$ cat config.mk
export PLATFORM = sky130hd
export DESIGN_NAME = song_sequencer
export DESIGN_NICKNAME = d
export VERILOG_FILES = /design/src/rtl/song_sequencer.sv
export SDC_FILE = /design/constraint.sdc
export NUM_CORES = 1
export LEC_CHECK = 0
export ABC_AREA = 1
export BUFFER_PORTS_ARGS = -buffer_cell sky130_fd_sc_hd__buf_2
export CAP_MARGIN = 0
export CORE_MARGIN = 5
export CORE_UTILIZATION = 55
export CTS_BUF_LIST = sky130_fd_sc_hd__clkbuf_4
export DETAILED_ROUTE_END_ITERATION = 7
export GPL_TIMING_DRIVEN = 0
export PLACE_DENSITY_LB_ADDON = 0.12
export SLEW_MARGIN = 20
export SYNTH_ARGS = -nofsm -noshare
export SYNTH_HDL_FRONTEND = slang
export SYNTH_SLANG_ARGS = --single-unit
$ cat constraint.sdc
create_clock -name clk -period 2.8 [get_ports clk]
set_input_delay 0.28 -clock clk [delete_from_list [all_inputs] [get_ports clk]]
set_output_delay 0.28 -clock clk [all_outputs]
set_load 0.02 [all_outputs]
$ cat src/rtl/song_sequencer.sv
// Playback controller for the 4-song ROM bank: address sequencing, song selection, pause/skip.
// Optional inter-song silence enabled by defining SEQ_GAP_EN.
module song_sequencer #(
    parameter int ADDR_W    = 11,
    parameter int IDX_W     = 2,
    parameter int LEN0      = 270,
    parameter int LEN1      = 220,
    parameter int LEN2      = 260,
    parameter int LEN3      = 260,
    parameter int GAP_TICKS = 48
) (
    input  logic              clk,
    input  logic              clrn,
    input  logic              tick_en,
    input  logic              pause,
    input  logic [2:0]        mode,
    input  logic [2:0]        choice,
    input  logic [2:0]        rand_idx,
    input  logic              skip,
    output logic [ADDR_W-1:0] rom_addr,
    output logic [IDX_W-1:0]  song_idx,
    output logic              sample_valid,
    output logic              song_done,
    output logic              playing
);

    localparam int NUM_SONGS = 2 ** IDX_W;

`ifdef SEQ_GAP_EN
    localparam int GAP_W = $clog2(GAP_TICKS + 1);
    typedef enum logic [1:0] {S_IDLE, S_SELECT, S_PLAY, S_GAP} state_t;
    logic [GAP_W-1:0] gap_q, gap_d;
`else
    typedef enum logic [1:0] {S_IDLE, S_SELECT, S_PLAY} state_t;
`endif

    state_t            state_q, state_d;
    logic [ADDR_W-1:0] rom_addr_q, rom_addr_d;
    logic [IDX_W-1:0]  song_idx_q, song_idx_d;
    logic              sample_valid_q, sample_valid_d;
    logic              song_done_q, song_done_d;
    logic              playing_q, playing_d;
    logic              first_q, first_d;
    logic [2:0]        mode_q, mode_d;
    logic [2:0]        choice_q, choice_d;

    logic [ADDR_W-1:0] last_addr;
    logic [IDX_W-1:0]  sel_idx;
    logic [IDX_W-1:0]  rand_low;
    logic              reselect;
    logic              unused_rand;

    assign rand_low    = rand_idx[IDX_W-1:0];
    assign unused_rand = ^rand_idx[2:IDX_W];

    always_comb begin
        case (int'(song_idx_q))
            0:       last_addr = ADDR_W'(LEN0 - 1);
            1:       last_addr = ADDR_W'(LEN1 - 1);
            2:       last_addr = ADDR_W'(LEN2 - 1);
            default: last_addr = ADDR_W'(LEN3 - 1);
        endcase
    end

    always_comb begin
        case (mode)
            3'd0:    sel_idx = first_q ? '0 : song_idx_q + 1'b1;
            3'd1:    sel_idx = (rand_low == song_idx_q) ? rand_low + 1'b1 : rand_low;
            default: sel_idx = (choice < 3'(NUM_SONGS)) ? choice[IDX_W-1:0] : '0;
        endcase
    end

    // Settings latched at SELECT; any later difference forces a fresh selection.
    assign reselect = (mode != mode_q) || (mode == 3'd2 && choice != choice_q);

    always_comb begin
        state_d        = state_q;
        rom_addr_d     = rom_addr_q;
        song_idx_d     = song_idx_q;
        sample_valid_d = 1'b0;
        song_done_d    = 1'b0;
        first_d        = first_q;
        mode_d         = mode_q;
        choice_d       = choice_q;
`ifdef SEQ_GAP_EN
        gap_d          = gap_q;
`endif
        if (mode > 3'd2) begin
            state_d    = S_IDLE;
            rom_addr_d = '0;
            first_d    = 1'b1;
        end else if (!pause) begin
            case (state_q)
                S_IDLE: state_d = S_SELECT;
                S_SELECT: begin
                    rom_addr_d = '0;
                    song_idx_d = sel_idx;
                    first_d    = 1'b0;
                    mode_d     = mode;
                    choice_d   = choice;
                    state_d    = S_PLAY;
                end
                S_PLAY: begin
                    if (reselect) begin
                        state_d = S_SELECT;
                    end else if (tick_en || skip) begin
                        sample_valid_d = tick_en;
                        if (skip || rom_addr_q == last_addr) begin
                            song_done_d = 1'b1;
                            rom_addr_d  = '0;
`ifdef SEQ_GAP_EN
                            gap_d       = '0;
                            state_d     = S_GAP;
`else
                            state_d     = S_SELECT;
`endif
                        end else begin
                            rom_addr_d = rom_addr_q + 1'b1;
                        end
                    end
                end
`ifdef SEQ_GAP_EN
                S_GAP: begin
                    if (reselect || skip) begin
                        state_d = S_SELECT;
                    end else if (tick_en) begin
                        if (gap_q == GAP_W'(GAP_TICKS - 1)) state_d = S_SELECT;
                        else gap_d = gap_q + 1'b1;
                    end
                end
`endif
                default: state_d = S_IDLE;
            endcase
        end
        playing_d = (state_d == S_PLAY);
    end

    always_ff @(posedge clk or negedge clrn) begin
        if (!clrn) begin
            state_q        <= S_IDLE;
            rom_addr_q     <= '0;
            song_idx_q     <= '0;
            sample_valid_q <= 1'b0;
            song_done_q    <= 1'b0;
            playing_q      <= 1'b0;
            first_q        <= 1'b1;
            mode_q         <= '0;
            choice_q       <= '0;
`ifdef SEQ_GAP_EN
            gap_q          <= '0;
`endif
        end else begin
            state_q        <= state_d;
            rom_addr_q     <= rom_addr_d;
            song_idx_q     <= song_idx_d;
            sample_valid_q <= sample_valid_d;
            song_done_q    <= song_done_d;
            playing_q      <= playing_d;
            first_q        <= first_d;
            mode_q         <= mode_d;
            choice_q       <= choice_d;
`ifdef SEQ_GAP_EN
            gap_q          <= gap_d;
`endif
        end
    end

    assign rom_addr     = rom_addr_q;
    assign song_idx     = song_idx_q;
    assign sample_valid = sample_valid_q;
    assign song_done    = song_done_q;
    assign playing      = playing_q;

endmodule

Yosys cells after proc, flatten, opt, wreduce, memory -nomap -nowiden
Index checks and enable logic that the tools add are counted.
Cells by class
  mux-type cells: 31
  order comparisons: 2
  add/subtract/negate cells: 3
  reductions and logical operators: 12
  eq/ne operators: 13
  bitwise logic cells: 2
Operator list (count)
  $mux 11: 5
  $pmux 11 s2: 1
  $pmux 9 s2: 1
  $mux 2: 8
  $mux 1: 14
  $add 11x1->11 const B: 1
  $eq 11x11->1: 1
  $ne 3x3->1: 2
  $ne 3x3->1 const B: 2
  $pmux 2 s3: 1
  $add 2x1->2 const B: 2
  $eq 2x1->1 const B: 2
  $eq 2x2->1 const B: 2
  $logic_not 2->1: 2
  $pmux 2 s2: 1
  $reduce_and 4->1: 1
  $eq 3x1->1 const B: 1
  $eq 3x2->1 const B: 1
  $gt 3x2->1 const B: 1
  $logic_not 3->1: 1
  $logic_or 1x1->1: 3
  $lt 3x3->1 const B: 1
  $reduce_and 3->1: 1
  $reduce_bool 3->1: 1
  other kinds (6): 7
Storage, ports and cells
  register bits: 25
  input bits: 14
  output and inout port bits: 16
  word-level logic and storage cells: 72

Logic depth before layout (Yosys ltp)
  depth after elaboration: 11
  mapped depth: 14
  gate-level depth less buffers: 14

Worst setup path before layout
OpenSTA, ideal clock, no wires.
  path kind: reg-to-reg
  start: reg song_idx_q[0], in the netlist song_idx[0]
  end: reg playing_q, in the netlist playing
  data arrival time: 1.664 ns
  library setup time: 0.118 ns
  clock period less this slack: 1.782 ns
  buffers on the path: 0
  cell stages (with the launch flop): 15
  data required time: 2.682 ns
  setup slack: 1.018 ns
  path through: dfrtp_1 > inv_1 > ha_1 > nand2_1 > inv_1 > nor2_1 > nand2_1 > nor2_2 > nand2_2 > nand2_4 > nand2_2 > nand2_2 > nand2_2 > a21oi_2 > nor2_1
Between the ends
  word-level cells in the longest chain between the ends: 11
  elaborated cells on any way between the ends: 12
  those cells by class: eq/ne: 3; mux: 7; reduce/logical: 2
RTL lines
  start: declaration: line 39  | logic [IDX_W-1:0] song_idx_q, song_idx_d;
  start signal: assignment: line 155  | song_idx_q <= song_idx_d;
  $eq 2x1->1 / $logic_not 2->1 (equally long branches): line 57  | case (int'(song_idx_q))
  $pmux 9 s2 *: line 57
  $eq 11x11->1 *: line 108  | if (skip || rom_addr_q == last_addr) begin
  $logic_or 1x1->1 *: line 108
  $mux 2 *: line 108
  $mux 2 *: line 106  | end else if (tick_en || skip) begin
  $mux 2 *: line 104  | if (reselect) begin
  $pmux 2 s3 *: line 93  | case (state_q)
  $mux 2 *: line 92  | end else if (!pause) begin
  $mux 2 *: line 88  | if (mode > 3'd2) begin
  $eq 2x2->1 *: line 135  | playing_d = (state_d == S_PLAY);
  net playing_d: line 42  | logic playing_q, playing_d;
  end signal: assignment: line 158  | playing_q <= playing_d;
  end: declaration: line 42
The timed path passes the listed nets; every way through them passes the cells marked *.
A chain may end at the register's enable or synchronous reset.

Final worst setup path
  start: reg song_idx_q[1], in the netlist song_idx[1]
  end: reg rom_addr_q[7], in the netlist rom_addr[7]
Between the ends
  word-level cells in the longest chain between the ends: 10
  elaborated cells on any way between the ends: 11
  those cells by class: eq/ne: 2; mux: 7; reduce/logical: 2
RTL lines
  $eq 2x1->1 / $logic_not 2->1 (equally long branches): line 57
  $pmux 9 s2 *: line 57
  $eq 11x11->1 *: line 108
  $logic_or 1x1->1 *: line 108
  $mux 11 *: line 108
  $mux 11 *: line 106
  $mux 11 *: line 104
  $pmux 11 s2 *: line 93
  $mux 11 *: line 92
  $mux 11 *: line 88
  end signal: assignment: line 154  | rom_addr_q <= rom_addr_d;
  end: declaration: line 38  | logic [ADDR_W-1:0] rom_addr_q, rom_addr_d;
Mark *: on every way between the ends. The rest lies on a longest branch, timed or not. The select of a mux whose other input is x is not followed.

==> impl_results.md <==
* Run status: finished, final reports clean
* Global Route Usage Sum at 18.2%
* Instance area at placement at 1860 µm²
* Post-route worst hold slack at 0.157 ns
* Number of remaining DRC errors at 0
* Post-Syn Nets at 256
* Overall via count from detail_route at 1,522
* Kind of critical path: register to register
* DIE AREA at 4260 µm²
* Number of placement rows at 20
* # fillers at 300
* Post-layout instance count excluding filler cells at 304
* Number of failing setup endpoints in the final timing report at 0
* First-pass detailed-route iteration total at 4
* 1st-iter DRT viols at 103
* Fraction of final layout cells sized beyond drive strength 1 at 19.2%
* Min-Delay Endpoint: sample_valid
* Sinks on Clock Net at 25
* Peak fanout along the critical path at 10
* Worst supply voltage drop on vdd at 0.000305 V
* Post-layout nets at 290
* Highest Clock Rate at 0.535 GHz
* Total global routing overflow at 0
* Share of the clock period used by the worst path after layout at 66.7%
* CTS tree: done
* Area taken by flip-flops and latches at 627 µm²
* Number of warnings issued by yosys at 0
* Number of antenna violations at the first check in global routing at 0
* Post-synthesis instance area at 1680 µm²
* Number of cells on the worst hold path at 3
* Number of top-level pins at 30
* Max capacitance violation total at 0
* Latest clock arrival within the worst-skew pair at 0.32 ns
* Worst r2r src: song_idx[1]
* Arr. time, crit path at 2.13 ns
* Hold violation total from the final report at 0
* Register clock-pin slew on the reported worst setup and hold paths at 0.14 ns
* # placed instances at 299
* Number of nets with antenna violations after routing at 0
* Unrepaired setup endpoints after global routing: false
* Kind of end point of the critical path: register
* Power consumption at 798 µW
* Antenna diode count at 0
* Largest net degree at the start of global routing at 26
* Kind of start point of the critical path: register
* Number of instances in the synthesized netlist at 238
* Horizontal die dimension at 65.3 µm
* Wire length of the first global-routing pass at 6.09 mm
* Required time of the worst setup path at 3.06 ns
* Average detailed-routed wire length per instance at 11.6 µm
* Critical R2R Capture: rom_addr[7]
* Largest buffer count on any clock path at 2
* Power per cell area at 420 nW/µm²
* Slew at the pin closest to its max-slew limit at 0.570 ns
* Port Buffers at 28
* Area added between synthesis and finish at 13.0%
* Slew HR at 62.0%
* Total clock buffers created by CTS at 3
* Post-DP HPWL at 2.65 mm
* Post-synthesis average cell area at 7.06 µm²
* Total negative slack for setup checks at 0 ns
* Hold path start: tick_en
* Total wire length after detailed routing at 3.52 mm
* Clock tree root buffer cell: sky130_fd_sc_hd__clkbuf_4
* Tmin final at 1.87 ns
* H-tree depth at 1
* Core box area at 3000 µm²
* DR vias/cell at 5.01
* Number of cells on the worst reg-to-reg path at 12
* Proportion of synthesized chip area in sequential cells at 37.3%
* Via count of the first global-routing pass at 1,378
* Post-Layout Inst Area at 1900 µm²
* Final worst clock skew at 0.0104 ns
* Area of combinational cells with multiple inputs at 860 µm²
* P_leak at 0.000967 µW
* Hold Path Class: primary input to register
* Initial standard-cell utilization of the core at 56.0%
* Final max-slew violation count at 0
* Slack of the worst reg-to-reg path at 0.93 ns
* Seq cells post-synth at 25
* Count of unique library cells instantiated by Yosys at 29
* Weighted congestion reported at the end of routability-driven placement at 0.946
* Height of the die at 65.3 µm
## power breakdown
| group | total, µW | switching (µW) | internal, µW |
|---|---|---|---|
| Clock | 164 | 111 | 53.5 |
| Sequential | 423 | 28.9 | 394 |
| Combinational | 211 | 130 | 80.5 |
## what timing repair did
| action | CTS | global route |
|---|---|---|
| buffers inserted | 0 | 0 |
| hold buffers | 1 | 0 |
| hold endpoints to repair | 24 | 0 |
| resized for setup | 0 | 0 |
## cells in the mapped netlist
master / number / area share, %
sky130_fd_sc_hd__xor2_1: 8 / 4.2
sky130_fd_sc_hd__ha_1: 4 / 3.0
sky130_fd_sc_hd__nor3_2: 1 / 0.60
sky130_fd_sc_hd__inv_1: 38 / 8.5
sky130_fd_sc_hd__a21oi_2: 1 / 0.52
sky130_fd_sc_hd__o211ai_1: 1 / 0.45
sky130_fd_sc_hd__nand4_1: 5 / 1.9
sky130_fd_sc_hd__o21ai_0: 12 / 3.6
sky130_fd_sc_hd__buf_2: 4 / 1.2
sky130_fd_sc_hd__a21oi_1: 3 / 0.89
sky130_fd_sc_hd__nand2_4: 1 / 0.67
sky130_fd_sc_hd__nand2_2: 4 / 1.5
sky130_fd_sc_hd__o21ai_1: 9 / 2.7
sky130_fd_sc_hd__nand3_1: 17 / 5.1
sky130_fd_sc_hd__buf_6: 1 / 0.67
sky130_fd_sc_hd__clkinv_2: 1 / 0.30
sky130_fd_sc_hd__inv_2: 2 / 0.45
sky130_fd_sc_hd__nor2_2: 2 / 0.74
sky130_fd_sc_hd__dfstp_2: 1 / 1.6
sky130_fd_sc_hd__o311ai_0: 1 / 0.52
sky130_fd_sc_hd__dfrtp_1: 24 / 36
sky130_fd_sc_hd__buf_4: 1 / 0.45
sky130_fd_sc_hd__xnor2_1: 6 / 3.1
sky130_fd_sc_hd__nor2_4: 1 / 0.67
sky130_fd_sc_hd__o31ai_1: 1 / 0.45
sky130_fd_sc_hd__nor2_1: 24 / 5.4
sky130_fd_sc_hd__nand3b_1: 1 / 0.45
sky130_fd_sc_hd__nand2_1: 56 / 13
sky130_fd_sc_hd__nor3_1: 8 / 2.4
## worst max path at each step
stage                            from           to  slack, ns  cells after the start
after global placement    song_idx[1]      playing       0.98                     14
after global routing      song_idx[1]  rom_addr[1]       0.77                     12
after floorplan           song_idx[0]      playing       1.02                     14
after detailed placement  song_idx[0]      playing       0.97                     14
after CTS                 song_idx[1]  rom_addr[7]       0.93                     12
final                     song_idx[1]  rom_addr[7]       0.93                     12
## area by class of cell
class / count / area share, %
clock buffers: 3 / 1.19
inverters: 41 / 8.17
flip-flops and latches: 25 / 33.0
plain buffers: 6 / 2.04
clock inverters: 1 / 0.264
repair buffers: 29 / 7.91
well taps: 33 / 2.17
multi-input cells: 166 / 45.3
## critical path, stage by stage (launching register included)
cell and delay (ns):
sky130_fd_sc_hd__dfrtp_1 0.47, sky130_fd_sc_hd__inv_1 0.14, sky130_fd_sc_hd__ha_1 0.23, sky130_fd_sc_hd__inv_1 0.08
sky130_fd_sc_hd__nand3_1 0.09, sky130_fd_sc_hd__nand2_1 0.05, sky130_fd_sc_hd__nand2_1 0.06, sky130_fd_sc_hd__inv_1 0.04
sky130_fd_sc_hd__nand2_2 0.07, sky130_fd_sc_hd__nand2_4 0.10, sky130_fd_sc_hd__nor3_2 0.26, sky130_fd_sc_hd__nand3_1 0.11
sky130_fd_sc_hd__o21ai_1 0.12
## metrics by stage
step                      util (%)  worst slack [ns]
after floorplan                  -              1.02
after global placement        62.0             0.977
after detailed placement      62.0             0.970
after CTS                     63.2             0.935
after global routing          63.2             0.769
final                         63.2             0.932
## cell families (layout without fill, tap and decap cells)
group,after synthesis,in the layout,share of synthesized area [%]
xor+xnor,14,14,7.30
compound gates,28,28,9.08
simple gates,120,120,31.8
fa+ha+maj,4,4,2.98
flops,25,25,37.3
buf+inv,47,80,11.5
## cells in the final DEF (no fill, tap or decap), drive strengths merged, types with 6 or more instances in the layout
| cell type | synthesis | layout |
|---|---|---|
| nand2 | 61 | 61 |
| inv | 40 | 40 |
| buf | 6 | 34 |
| nor2 | 27 | 27 |
| dfrtp | 24 | 24 |
| o21ai | 21 | 21 |
| nand3 | 17 | 17 |
| nor3 | 9 | 9 |
| xor2 | 8 | 8 |
| xnor2 | 6 | 6 |
## metal layers
| layer | track usage, % | part of all wire (%) | wire length, µm |
|---|---|---|---|
| met4 | 6.22 | 1.1 | 39 |
| met5 | 0 | 0 | 0 |
| met2 | 31.6 | 48 | 1690 |
| met3 | 2.91 | 4.3 | 151 |
| met1 | 22.7 | 47 | 1640 |
## flip-flops by register name, summed over array words and instances, names as in the netlist
register / count
song_done: 1
sample_valid: 1
song_idx: 2
rom_addr: 11
first_q: 1
choice_q: 3
mode_q: 3
state_q: 2
playing: 1
Note: power is estimated with default switching activity, not from simulation.
